File: src/rtl/relu_maxpool_strip.sv
// ReLU followed by 2x2 stride-2 max-pool over one conv output strip.
// Streams four taps per window from the conv memory and writes one 8-bit pooled value.
module relu_maxpool_strip #(
    parameter int CONV_W = 222,
    parameter int CONV_H = 26,
    parameter int IN_W   = 9,
    parameter int OUT_W  = 8,
    parameter int RD_LAT = 1
) (
    input  logic                   clk,
    input  logic                   reset,
    input  logic                   start,
    input  logic                   conv_done,
    output logic [15:0]            rd_addr,
    input  logic signed [IN_W-1:0] rd_data,
    output logic                   wr_en,
    output logic [15:0]            wr_addr,
    output logic [OUT_W-1:0]       wr_data,
    output logic                   busy,
    output logic                   done
);

    localparam int PW = CONV_W / 2;
    localparam int PH = CONV_H / 2;
    localparam logic [15:0] ROW_STEP   = 16'(2 * CONV_W);
    localparam logic [15:0] PC_LAST    = 16'(PW - 1);
    localparam logic [15:0] PR_LAST    = 16'(PH - 1);
    localparam logic [7:0]  DRAIN_LAST = 8'(RD_LAT - 1);

    typedef enum logic [2:0] {IDLE, FETCH, DRAIN, WRITE, DONE} state_t;

    state_t state, state_nxt;

    logic [1:0]  tap;
    logic [7:0]  drain_cnt;
    logic [15:0] pc;
    logic [15:0] pr;
    logic [15:0] row_base;
    logic [15:0] out_idx;
    logic [15:0] tap_off;
    logic [15:0] tap_addr;
    logic        launch;
    logic        last_win;

    // Bit 0 marks a tap address on rd_addr; bit RD_LAT marks its data on rd_data.
    logic [RD_LAT:0]        vld_pipe;
    logic signed [IN_W-1:0] max_acc;
    logic signed [IN_W-1:0] max_nxt;

    function automatic logic signed [IN_W-1:0] smax(input logic signed [IN_W-1:0] a,
                                                     input logic signed [IN_W-1:0] b);
        return (b > a) ? b : a;
    endfunction

    function automatic logic [OUT_W-1:0] sat_out(input logic signed [IN_W-1:0] v);
        if (int'(v) < 0)
            return '0;
        if (int'(v) > (1 << OUT_W) - 1)
            return '1;
        return OUT_W'(v);
    endfunction

    always_comb begin
        launch   = start && conv_done;
        last_win = (pr == PR_LAST) && (pc == PC_LAST);
        busy     = (state == FETCH) || (state == DRAIN) || (state == WRITE);

        case (tap)
            2'd0:    tap_off = 16'd0;
            2'd1:    tap_off = 16'd1;
            2'd2:    tap_off = 16'(CONV_W);
            default: tap_off = 16'(CONV_W + 1);
        endcase
        tap_addr = row_base + (pc << 1) + tap_off;

        // Running max starts at zero, so negative taps never win: that is the ReLU.
        max_nxt = vld_pipe[RD_LAT] ? smax(max_acc, rd_data) : max_acc;

        state_nxt = state;
        case (state)
            IDLE:    if (launch) state_nxt = FETCH;
            FETCH:   if (tap == 2'd3) state_nxt = DRAIN;
            DRAIN:   if (drain_cnt == DRAIN_LAST) state_nxt = WRITE;
            WRITE:   state_nxt = last_win ? DONE : FETCH;
            DONE:    if (launch) state_nxt = FETCH;
            default: state_nxt = IDLE;
        endcase
    end

    always_ff @(posedge clk or negedge reset) begin
        if (!reset) begin
            state     <= IDLE;
            tap       <= '0;
            drain_cnt <= '0;
            pc        <= '0;
            pr        <= '0;
            row_base  <= '0;
            out_idx   <= '0;
            vld_pipe  <= '0;
            max_acc   <= '0;
            rd_addr   <= '0;
            wr_en     <= 1'b0;
            wr_addr   <= '0;
            wr_data   <= '0;
            done      <= 1'b0;
        end else begin
            state     <= state_nxt;
            vld_pipe  <= {vld_pipe[RD_LAT-1:0], (state == FETCH)};
            wr_en     <= (state == WRITE);
            drain_cnt <= (state == DRAIN) ? drain_cnt + 8'd1 : 8'd0;

            if (state == FETCH) begin
                rd_addr <= tap_addr;
                tap     <= tap + 2'd1;
            end

            // The last tap arrives in the WRITE cycle, so the output takes max_nxt.
            if (state == WRITE) begin
                wr_addr <= out_idx;
                wr_data <= sat_out(max_nxt);
                max_acc <= '0;
                out_idx <= out_idx + 16'd1;
                if (pc == PC_LAST) begin
                    pc       <= '0;
                    pr       <= pr + 16'd1;
                    row_base <= row_base + ROW_STEP;
                end else begin
                    pc <= pc + 16'd1;
                end
            end else begin
                max_acc <= max_nxt;
            end

            if (((state == IDLE) || (state == DONE)) && launch) begin
                tap      <= '0;
                pc       <= '0;
                pr       <= '0;
                row_base <= '0;
                out_idx  <= '0;
                max_acc  <= '0;
            end

            if (state == DONE)
                done <= !launch;
        end
    end

endmodule

File: config.mk
export PLATFORM = sky130hd
export DESIGN_NAME = relu_maxpool_strip
export DESIGN_NICKNAME = d
export VERILOG_FILES = /design/src/rtl/relu_maxpool_strip.sv
export SDC_FILE = /design/constraint.sdc
export NUM_CORES = 1
export LEC_CHECK = 0
export BUFFER_PORTS_ARGS = -buffer_cell sky130_fd_sc_hd__buf_2
export CAP_MARGIN = 0
export CORE_MARGIN = 3
export CORE_UTILIZATION = 40
export CTS_CLUSTER_SIZE = 30
export DETAILED_ROUTE_END_ITERATION = 6
export HOLD_SLACK_MARGIN = 0.1
export PLACE_DENSITY_LB_ADDON = 0.2
export SYNTH_ARGS = -nofsm -noshare
export SYNTH_HDL_FRONTEND = slang
export SYNTH_SLANG_ARGS = --single-unit
File: constraint.sdc
create_clock -name clk -period 4 [get_ports clk]
set_clock_uncertainty 0.05 [all_clocks]
set_input_delay 1.2 -clock clk [delete_from_list [all_inputs] [get_ports clk]]
set_output_delay 1.2 -clock clk [all_outputs]
set_load 0.005 [all_outputs]
==> impl_metrics.ini, run 1 <==
[sta]
post-route-period-util_pct = 88.74
hold_viol = 0
max_freq_mhz = 281.7
slew_headroom_pct = 50.43
min_period_ns = 3.550
tightest_slew_ns = 0.7368
fin_hold_ws_ns = 0.3007
setup_violations = 0
slew_viol_final = 0
fin_tns_setup_ns = 0
rsz0062_at_grt = no

[synthesis]
yosys_warnings = 0
yosysUniqueCellTypes = 55
synth-simple-area-share_pct = 20.86
ys_ff_latch = 128
synthXorXnorAreaFrac_pct = 8.298
synth_fa_ha_area_share_pct = 9.229
synth.most_common_cell = dfrtp_1
synthTopCellsByArea = dfrtp_1 (47%), ha_1 (7.5%), nand2_1 (5.4%), nor2_1 (4.9%), xor2_1 (4.3%)
synthesis.area_um2 = 6860
synthMuxAreaShare_pct = 1.313
synth_area_per_cell_um2 = 9.385
synth_compound_gate_area_share_pct = 9.411
syn_inst = 731
synth-edff-count = 0
synth_top_cell_area_share_pct = 46.69
syn-num-nets = 791
synth-seq-area-share_pct = 46.69
synth_top_family_by_area = simple AND/OR/NAND/NOR gates
yosysTopAreaCell = dfrtp_1
ys_top_cells_by_count = dfrtp_1 (128), nand2_1 (98), nor2_1 (90)
synth_ff_type = dfrtp_1
synth-async-reset-ratio_pct = 100.0

[cells_and_area]
antenna_cells = 0
nets = 848
fin_util_pct = 47.76
drive_above_1_share_pct = 12.75
fill_cells = 1631
seq_area_um2 = 3203
syn2layout_area_growth_pct = 16.27
multi_input_area_um2 = 3392

[clock_network]
cts-resized-gates = 0
cts_made_buffers = 17
hold_buffers = 0
cts_sinks = 128
root_buffer = clkbuf_16
clkLatencyLatePin_ns = 0.42
path_clk_slew_ns = 0.05
cts_tree = done
postCtsSetupRepairBufs = 0
cts-htree-levels = 4
clk_path_buf_depth = 2

[route]
drcViolationCount = 0
drt_iter0_drc = 301
finalWirelength_um = 14530
dr_total_vias = 5236
detail_route.wl_per_cell_um = 14.24
ant_nets = 0
via_per_inst = 5.133
firstDrtPassIters = 4

[pwr]
p_leak_nw = 3.929
powerDensity_nw_per_um2 = 631.5
peakVddDrop_mv = 0.3594

[hold_path]
hold_depth = 0
hp-class = flip-flop to flip-flop
hp-start = vld_pipe[0]
min_to = vld_pipe[1]

[critical_path]
r2r_setup_slack_ns = 0.45
r2r_start = tap[0]
worst-setup-path-type = flip-flop to flip-flop
cp_data_arrival_time_ns = 3.85
path_max_fanout = 5
cp-start-kind = flip-flop
end_kind = flip-flop
worst-r2r-cell-count = 12
reg2reg_to = rd_addr[15]
required_ns = 4.30

[floorplan]
io_pins = 56
dieArea_um2 = 18760
core_area_um2 = 16700
rows = 47
start_util_pct = 41.08
fp.dieH_um = 137.0
floorplan.die.width_um = 137.0

[global_routing]
grt_use_total_pct = 16.57
grt_pass1_vias = 5162
grt_pass1_wl_um = 24700
grt-ovfl-total = 0
grt_max_degree = 54
antenna_found_initial = 0

[placed_design]
dp_hpwl_um = 10530
place_congestion = 0.8398
io_buffers = 55

[run_status]
status = complete, no violations

[job]
cap_violations = 0
-- metal layers --
layer	routed length [um]	part of all wire, %	vias to the layer above	track usage (%)
li1	-	-	2596	-
met1	6638	46	2532	21.68
met2	6980	48	87	27.00
met3	631	4.3	21	3.676
met4	278	1.9	0	5.987
met5	0	0	-	0
-- cell usage in the layout (no fill, tap or decap), types with 4 or more instances in the layout --
cell type / n
mux2i_1: 9
or2_2: 5
nand3_1: 27
nand4_1: 21
nor3_1: 7
a21o_1: 4
nand2_1: 98
clkbuf_1: 4
nor2_1: 90
or3_1: 9
a21oi_1: 26
clkbuf_8: 4
xnor2_1: 31
dfrtp_1: 128
buf_2: 54
o21ai_0: 35
ha_1: 41
clkbuf_16: 17
inv_1: 51
nor4_1: 9
a211oi_1: 12
and3_1: 11
xor2_1: 34
clkinv_2: 4
buf_4: 6
fa_1: 6
-- cell type report --
type,instances,share of cell area [%]
Tap cell,220,3.451
Inverter,52,2.447
Timing Repair Buffer,61,4.204
Sequential cell,128,40.16
Multi-Input combinational cell,528,42.53
Clock inverter,6,1.004
Clock buffer,25,6.212
-- flip-flops by register name, summed over array words and instances, names as in the netlist, 3 cells and up --
signal,flops
out_idx,16
pc,16
pr,16
rd_addr,16
wr_addr,16
row_base,14
max_acc,9
drain_cnt,8
wr_data,8
state,3
-- stage by stage --
stage | instance area, um2 | total power, mW | setup slack (ns) | cells
floorplan | 6860 | 3.017 | 0.7575 | 731
global placement | 7401 | 3.531 | 0.4313 | 989
detailed placement | 7401 | 3.586 | 0.3750 | 989
CTS | 7976 | 5.126 | 0.4317 | 1020
global route | 7976 | 5.459 | 0.1785 | 1020
finish | 7976 | 5.037 | 0.4504 | 1020
-- how the worst max path moves through the flow --
stage / cells past startpoint / to / start / slack [ns]
global route: 12 / rd_addr[15] / tap[0] / 0.18
floorplan: 12 / rd_addr[15] / tap[0] / 0.76
detailed placement: 8 / wr_data[6] / rd_data[2] / 0.38
CTS: 12 / rd_addr[15] / tap[0] / 0.43
finish: 12 / rd_addr[15] / tap[0] / 0.45
global placement: 8 / wr_data[5] / rd_data[2] / 0.43
-- report_power, final --
group	internal, mW	switching [mW]	total, mW	leakage, nW
Clock	0.975	0.530	1.51	0.287
Sequential	1.60	0.211	1.81	1.71
Combinational	0.689	1.03	1.72	1.93
-- logic make-up (layout without fill, tap and decap cells) --
kind of cell    count (synthesis)  after routing
compound gates                103            103
buf+inv                        75            144
mux                             9              9
fa+ha+maj                      47             47
simple gates                  303            303
flops                         128            128
other cells                     1              1
xor+xnor                       65             65
-- critical path, cell delays in order (launching register included) --
cell and delay [ns]:
dfrtp_1 0.41, ha_1 0.24, or2_2 0.34, inv_1 0.21, fa_1 0.46, inv_1 0.07, ha_1 0.27, a21o_1 0.21
or3_1 0.32, o22ai_1 0.30, a21oi_1 0.15, or3_1 0.36, nand3_1 0.09
Note: power is estimated with default switching activity, not from simulation.
==> inputs of run 2 (changes only) <==
- ABC_AREA: unset -> 1
==> run 2 against run 1 <==
Net effect:
- clock power fell by 3%
- highest routed layer unchanged
- global-route usage rose by 0.90 points
- sequential power fell by 20%
- sequential cell count did not move
- utilization fell by 0.49 points
- via count rose by 19%
- largest cell class unchanged
- critical path depth rose by 3
==> impl_metrics.ini, run 2 <==
[route]
detail_route.wl_per_cell_um = 13.49
via_per_inst = 5.023
finalWirelength_um = 16790
dr_total_vias = 6254
ant_nets = 0
drcViolationCount = 0
drt_iter0_drc = 317
firstDrtPassIters = 5

[clock_network]
cts_tree = done
root_buffer = clkbuf_16
cts_sinks = 128
postCtsSetupRepairBufs = 0
clk_path_buf_depth = 2
cts_made_buffers = 17
cts-resized-gates = 0
path_clk_slew_ns = 0.06
hold_buffers = 0
clkLatencyLatePin_ns = 0.42
cts-htree-levels = 4

[cells_and_area]
final_area_um2 = 8607
syn2layout_area_growth_pct = 14.57
drive_above_1_share_pct = 12.99
nets = 1063
antenna_cells = 0
fin_util_pct = 47.27
final_common_cell = nand2_1
layout_common_cells = nand2_1 (222), dfrtp_1 (128), inv_1 (121)

[synthesis]
synth_fa_ha_area_share_pct = 8.428
synthesis.area_um2 = 7512
synthMuxAreaShare_pct = 0
syn_inst = 942
synth-edff-count = 0
yosys_warnings = 0
synth_top_cell_area_share_pct = 42.64
synth_area_per_cell_um2 = 7.975
synth_compound_gate_area_share_pct = 11.26
synth-seq-area-share_pct = 42.64
synthXorXnorAreaFrac_pct = 2.798
ys_top_cells_by_count = nand2_1 (222), dfrtp_1 (128), inv_1 (121)
syn-num-nets = 1002
synth-simple-area-share_pct = 27.12
synthTopCellsByArea = dfrtp_1 (43%), nand2_1 (11%), ha_1 (6.8%), inv_1 (6.0%), o21ai_0 (5.0%)
ys_ff_latch = 128
yosysTopAreaCell = dfrtp_1
synth-async-reset-ratio_pct = 100.0
yosysUniqueCellTypes = 49
synth.most_common_cell = nand2_1
synth_ff_type = dfrtp_1
synth_top_family_by_area = simple AND/OR/NAND/NOR gates

[run_status]
status = complete, no violations

[sta]
min_period_ns = 3.111
fin_tns_setup_ns = 0
hold_viol = 0
max_freq_mhz = 321.4
slew_viol_final = 0
post-route-period-util_pct = 77.79
rsz0062_at_grt = no
fin_ws_ns = 0.8886
setup_violations = 0
slew_headroom_pct = 34.33
tightest_slew_ns = 0.9849

[critical_path]
end_kind = flip-flop
path_common_cell = nand2_1
cp_slowest_cell = fa_1
path_max_fanout = 6
cp_data_arrival_time_ns = 3.38
worst-r2r-cell-count = 15
required_ns = 4.26
critical_path.max_stage_delay_ns = 0.48
crit_chain = inv_1 -> ha_1 -> nor2_1 -> buf_4 -> fa_1 -> fa_1 -> nand3b_1 -> nand2_1 -> a21boi_0 -> o21ai_0 -> nand2_1 -> nand2_1 -> nand2_1 -> nand3_1 -> nand2_1
worst-setup-path-type = flip-flop to flip-flop
cp-start-kind = flip-flop

[placed_design]
io_buffers = 55
dp_hpwl_um = 12090
place_ws_ns = 0.8595
place_congestion = 0.8574
placed_area_um2 = 8048

[hold_path]
hp-class = flip-flop to flip-flop
hold_depth = 0

[global_routing]
grt_max_degree = 66
grt_pass1_wl_um = 28910
grt_pass1_vias = 5994
antenna_found_initial = 0
grt_use_total_pct = 17.46
grt-ovfl-total = 0

[floorplan]
start_util_pct = 41.26
core_area_um2 = 18210
dieArea_um2 = 20460
io_pins = 56
fp.dieH_um = 143.0
rows = 49
floorplan.die.width_um = 143.0

[pwr]
peakVddDrop_mv = 0.3049
powerDensity_nw_per_um2 = 378.3
p_leak_nw = 4.272

[job]
cap_violations = 0
==> run 2: changes by cell type after synthesis, sizes merged, moves of 12 or more <==
cell / change
clkbuf: -12
nand2: +126
nand3: +30
inv: +75
xor2: -15
a21oi: +34
nor2: -21
nor3: +23
xnor2: -26
o21ai: +45
==> run 2: area by class of cell <==
| class | count | area, um2 |
|---|---|---|
| Fill cell | 1799 | 9602 |
| Multi-Input combinational cell | 667 | 3730 |
| Sequential cell | 128 | 3203 |
| Inverter | 127 | 481.7 |
| Clock buffer | 23 | 478.0 |
| Timing Repair Buffer | 62 | 346.6 |
| Tap cell | 229 | 286.5 |
| Clock inverter | 9 | 81.33 |
==> run 2: cells by family after synthesis <==
group	after synthesis
AOI/OAI and AO/OA	158
xor gates and xnor gates	24
adders and majority gates	47
buffers and inverters	147
DFF	128
other	1
and+or+nand+nor	437
==> run 2: final timing paths <==
kind,endpoint,slack [ns],from
max,rd_addr[11],0.89,tap[0]
min,vld_pipe[1],0.34,vld_pipe[0]
max reg2reg,rd_addr[11],0.89,tap[0]
max in group asynchronous,state[2],2.42,reset
min reg2reg,vld_pipe[1],0.34,vld_pipe[0]
min in group asynchronous,max_acc[4],0.70,reset
==> run 2: metal layers <==
| metal | vias up | track usage (%) | wire [um] | part of all wire (%) |
|---|---|---|---|---|
| met2 | 131 | 26.98 | 7295 | 43 |
| li1 | 3232 | - | - | - |
| met1 | 2869 | 24.69 | 8586 | 51 |
| met3 | 22 | 3.717 | 692 | 4.1 |
| met5 | - | 0 | 0 | 0 |
| met4 | 0 | 5.303 | 216 | 1.3 |
==> run 2: power by group <==
part	internal (mW)	switching, mW
Clock	0.900	0.568
Combinational	0.147	0.205
Sequential	1.38	0.0541
==> run 2: worst max-delay path: cells and delay by family, from the launching register on <==
kind | cells | cell delay (ns)
AO/OA/AOI/OAI | 2 | 0.44
flip-flops | 1 | 0.36
buffers and inverters | 2 | 0.27
AND/OR/NAND/NOR | 8 | 0.75
adder cells (fa/ha/maj) | 3 | 1.14
==> run 2: per-stage QoR <==
step | hold slack (ns) | instances | power (mW)
2_1_floorplan | 0.2812 | 942 | 1.649
3_3_place_gp | 0.3339 | 1213 | 1.811
3_5_place_dp | 0.3325 | 1213 | 1.813
4_1_cts | 0.3406 | 1245 | 3.304
5_1_grt | 0.3471 | 1245 | 3.421
6_report | 0.3393 | 1245 | 3.256
==> inputs of run 3 (changes only) <==
- clock period: 4 -> 3.2 ns (I/O delays scaled with it)
==> run 3 against run 2 <==
Net effect:
- critical endpoint unchanged
- sequential share of layout area decreased by 0.30 points
- count of clock-buffer cells in the layout stayed put
- via count increased by 0.54%
- sequential cell count stayed put
==> impl_metrics.ini, run 3 (synthesis gave the netlist of run 2 again) <==
[run_status]
status = complete, no violations

[clock_network]
clkLatencyLatePin_ns = 0.42
cts-resized-gates = 0
cts_tree = done
hold_buffers = 0
postCtsSetupRepairBufs = 0
cts_sinks = 128
cts-htree-levels = 4
path_clk_slew_ns = 0.06
cts_made_buffers = 17
clk_path_buf_depth = 2
root_buffer = clkbuf_16

[cells_and_area]
syn2layout_area_growth_pct = 15.49
final_area_um2 = 8676
drive_above_1_share_pct = 13.73
nets = 1068
final_common_cell = nand2_1
antenna_cells = 0
layout_common_cells = nand2_1 (222), dfrtp_1 (128), inv_1 (121)

[critical_path]
cp_data_arrival_time_ns = 3.20
cp-start-kind = flip-flop
crit_chain = inv_1 -> ha_1 -> nor2_2 -> fa_1 -> fa_1 -> nand3b_1 -> nand2_1 -> a21boi_2 -> o21ai_0 -> nand2_1 -> nand2_1 -> nand2_1 -> nand3_1 -> nand2_1
cp_slowest_cell = fa_1
path_common_cell = nand2_1
end_kind = flip-flop
critical_path.max_stage_delay_ns = 0.49
required_ns = 3.45
path_max_fanout = 3
worst-r2r-cell-count = 14
worst-setup-path-type = flip-flop to flip-flop

[route]
firstDrtPassIters = 5
detail_route.wl_per_cell_um = 13.57
drt_iter0_drc = 363
finalWirelength_um = 16950
via_per_inst = 5.034
dr_total_vias = 6288
ant_nets = 0
drcViolationCount = 0

[floorplan]
start_util_pct = 41.26
core_area_um2 = 18210
fp.dieH_um = 143.0
dieArea_um2 = 20460
io_pins = 56
floorplan.die.width_um = 143.0
rows = 49

[global_routing]
grt_max_degree = 62
grt_pass1_vias = 5839
grt-ovfl-total = 0
grt_pass1_wl_um = 28560
antenna_found_initial = 0
grt_use_total_pct = 17.21

[placed_design]
placed_area_um2 = 8098
io_buffers = 55
dp_hpwl_um = 12260
place_ws_ns = 0.06988
place_congestion = 0.8883

[sta]
slew_headroom_pct = 64.40
fin_tns_setup_ns = 0
post-route-period-util_pct = 92.13
setup_violations = 0
fin_ws_ns = 0.2518
rsz0062_at_grt = no
tightest_slew_ns = 0.5341
slew_viol_final = 0
min_period_ns = 2.948
max_freq_mhz = 339.2
hold_viol = 0

[pwr]
peakVddDrop_mv = 0.3743
powerDensity_nw_per_um2 = 473.3
p_leak_nw = 4.310

[job]
cap_violations = 0

[hold_path]
hold_depth = 0
hp-class = flip-flop to flip-flop
run 3: changes by cell type in the layout (fill, tap and decap cells not counted):
cell,delta
a21boi_0,-1
a21boi_2,+1
a21oi_1,-1
a21oi_2,+1
buf_12,+1
buf_4,+4
clkbuf_1,-1
clkbuf_8,+1
clkinv_2,-2
clkinv_4,+1
nor2_1,-1
nor2_2,+1
run 3: critical path: cells and delay by family, from the launching register on:
kind,cells,cell delay (ns)
AO/OA/AOI/OAI,2,0.36
adder cells (fa/ha/maj),3,1.17
buffers and inverters,1,0.09
flip-flops,1,0.37
AND/OR/NAND/NOR,8,0.81
run 3: final cells by class:
cell class	instances	area (um2)
Multi-Input combinational cell	667	3740
Clock inverter	8	80.08
Timing Repair Buffer	67	396.6
Fill cell	1801	9533
Inverter	127	481.7
Tap cell	229	286.5
Clock buffer	23	488.0
Sequential cell	128	3203
run 3: final timing paths:
| check | from | to | slack, ns |
|---|---|---|---|
| max | tap[0] | rd_addr[11] | 0.25 |
| min | vld_pipe[0] | vld_pipe[1] | 0.36 |
| max reg2reg | tap[0] | rd_addr[11] | 0.25 |
| min reg2reg | vld_pipe[0] | vld_pipe[1] | 0.36 |
| max in group asynchronous | reset | rd_addr[14] | 1.98 |
| min in group asynchronous | reset | max_acc[4] | 0.39 |
run 3: per-stage QoR:
step | total power, mW | hold slack (ns) | instances | util (%)
after floorplan | 2.062 | 0.2812 | 942 | -
after detailed placement | 2.277 | 0.3319 | 1218 | 44.47
after global routing | 4.316 | 0.3487 | 1249 | 47.65
after global placement | 2.273 | 0.3396 | 1218 | 44.47
final | 4.106 | 0.3567 | 1249 | 47.65
after CTS | 4.153 | 0.3383 | 1249 | 47.59
run 3: metal layers:
metal / global-route usage (%) / vias to the layer above / share of wire [%]
li1: - / 3249 / -
met1: 25.70 / 2889 / 52
met4: 4.152 / 0 / 1.7
met2: 25.45 / 134 / 42
met5: 0 / - / 0
met3: 3.784 / 16 / 4.8
run 3: report_power, final:
group	switching (mW)	total (mW)	internal, mW
registers	0.0677	1.79	1.73
clock network	0.703	1.85	1.15
logic	0.269	0.463	0.194
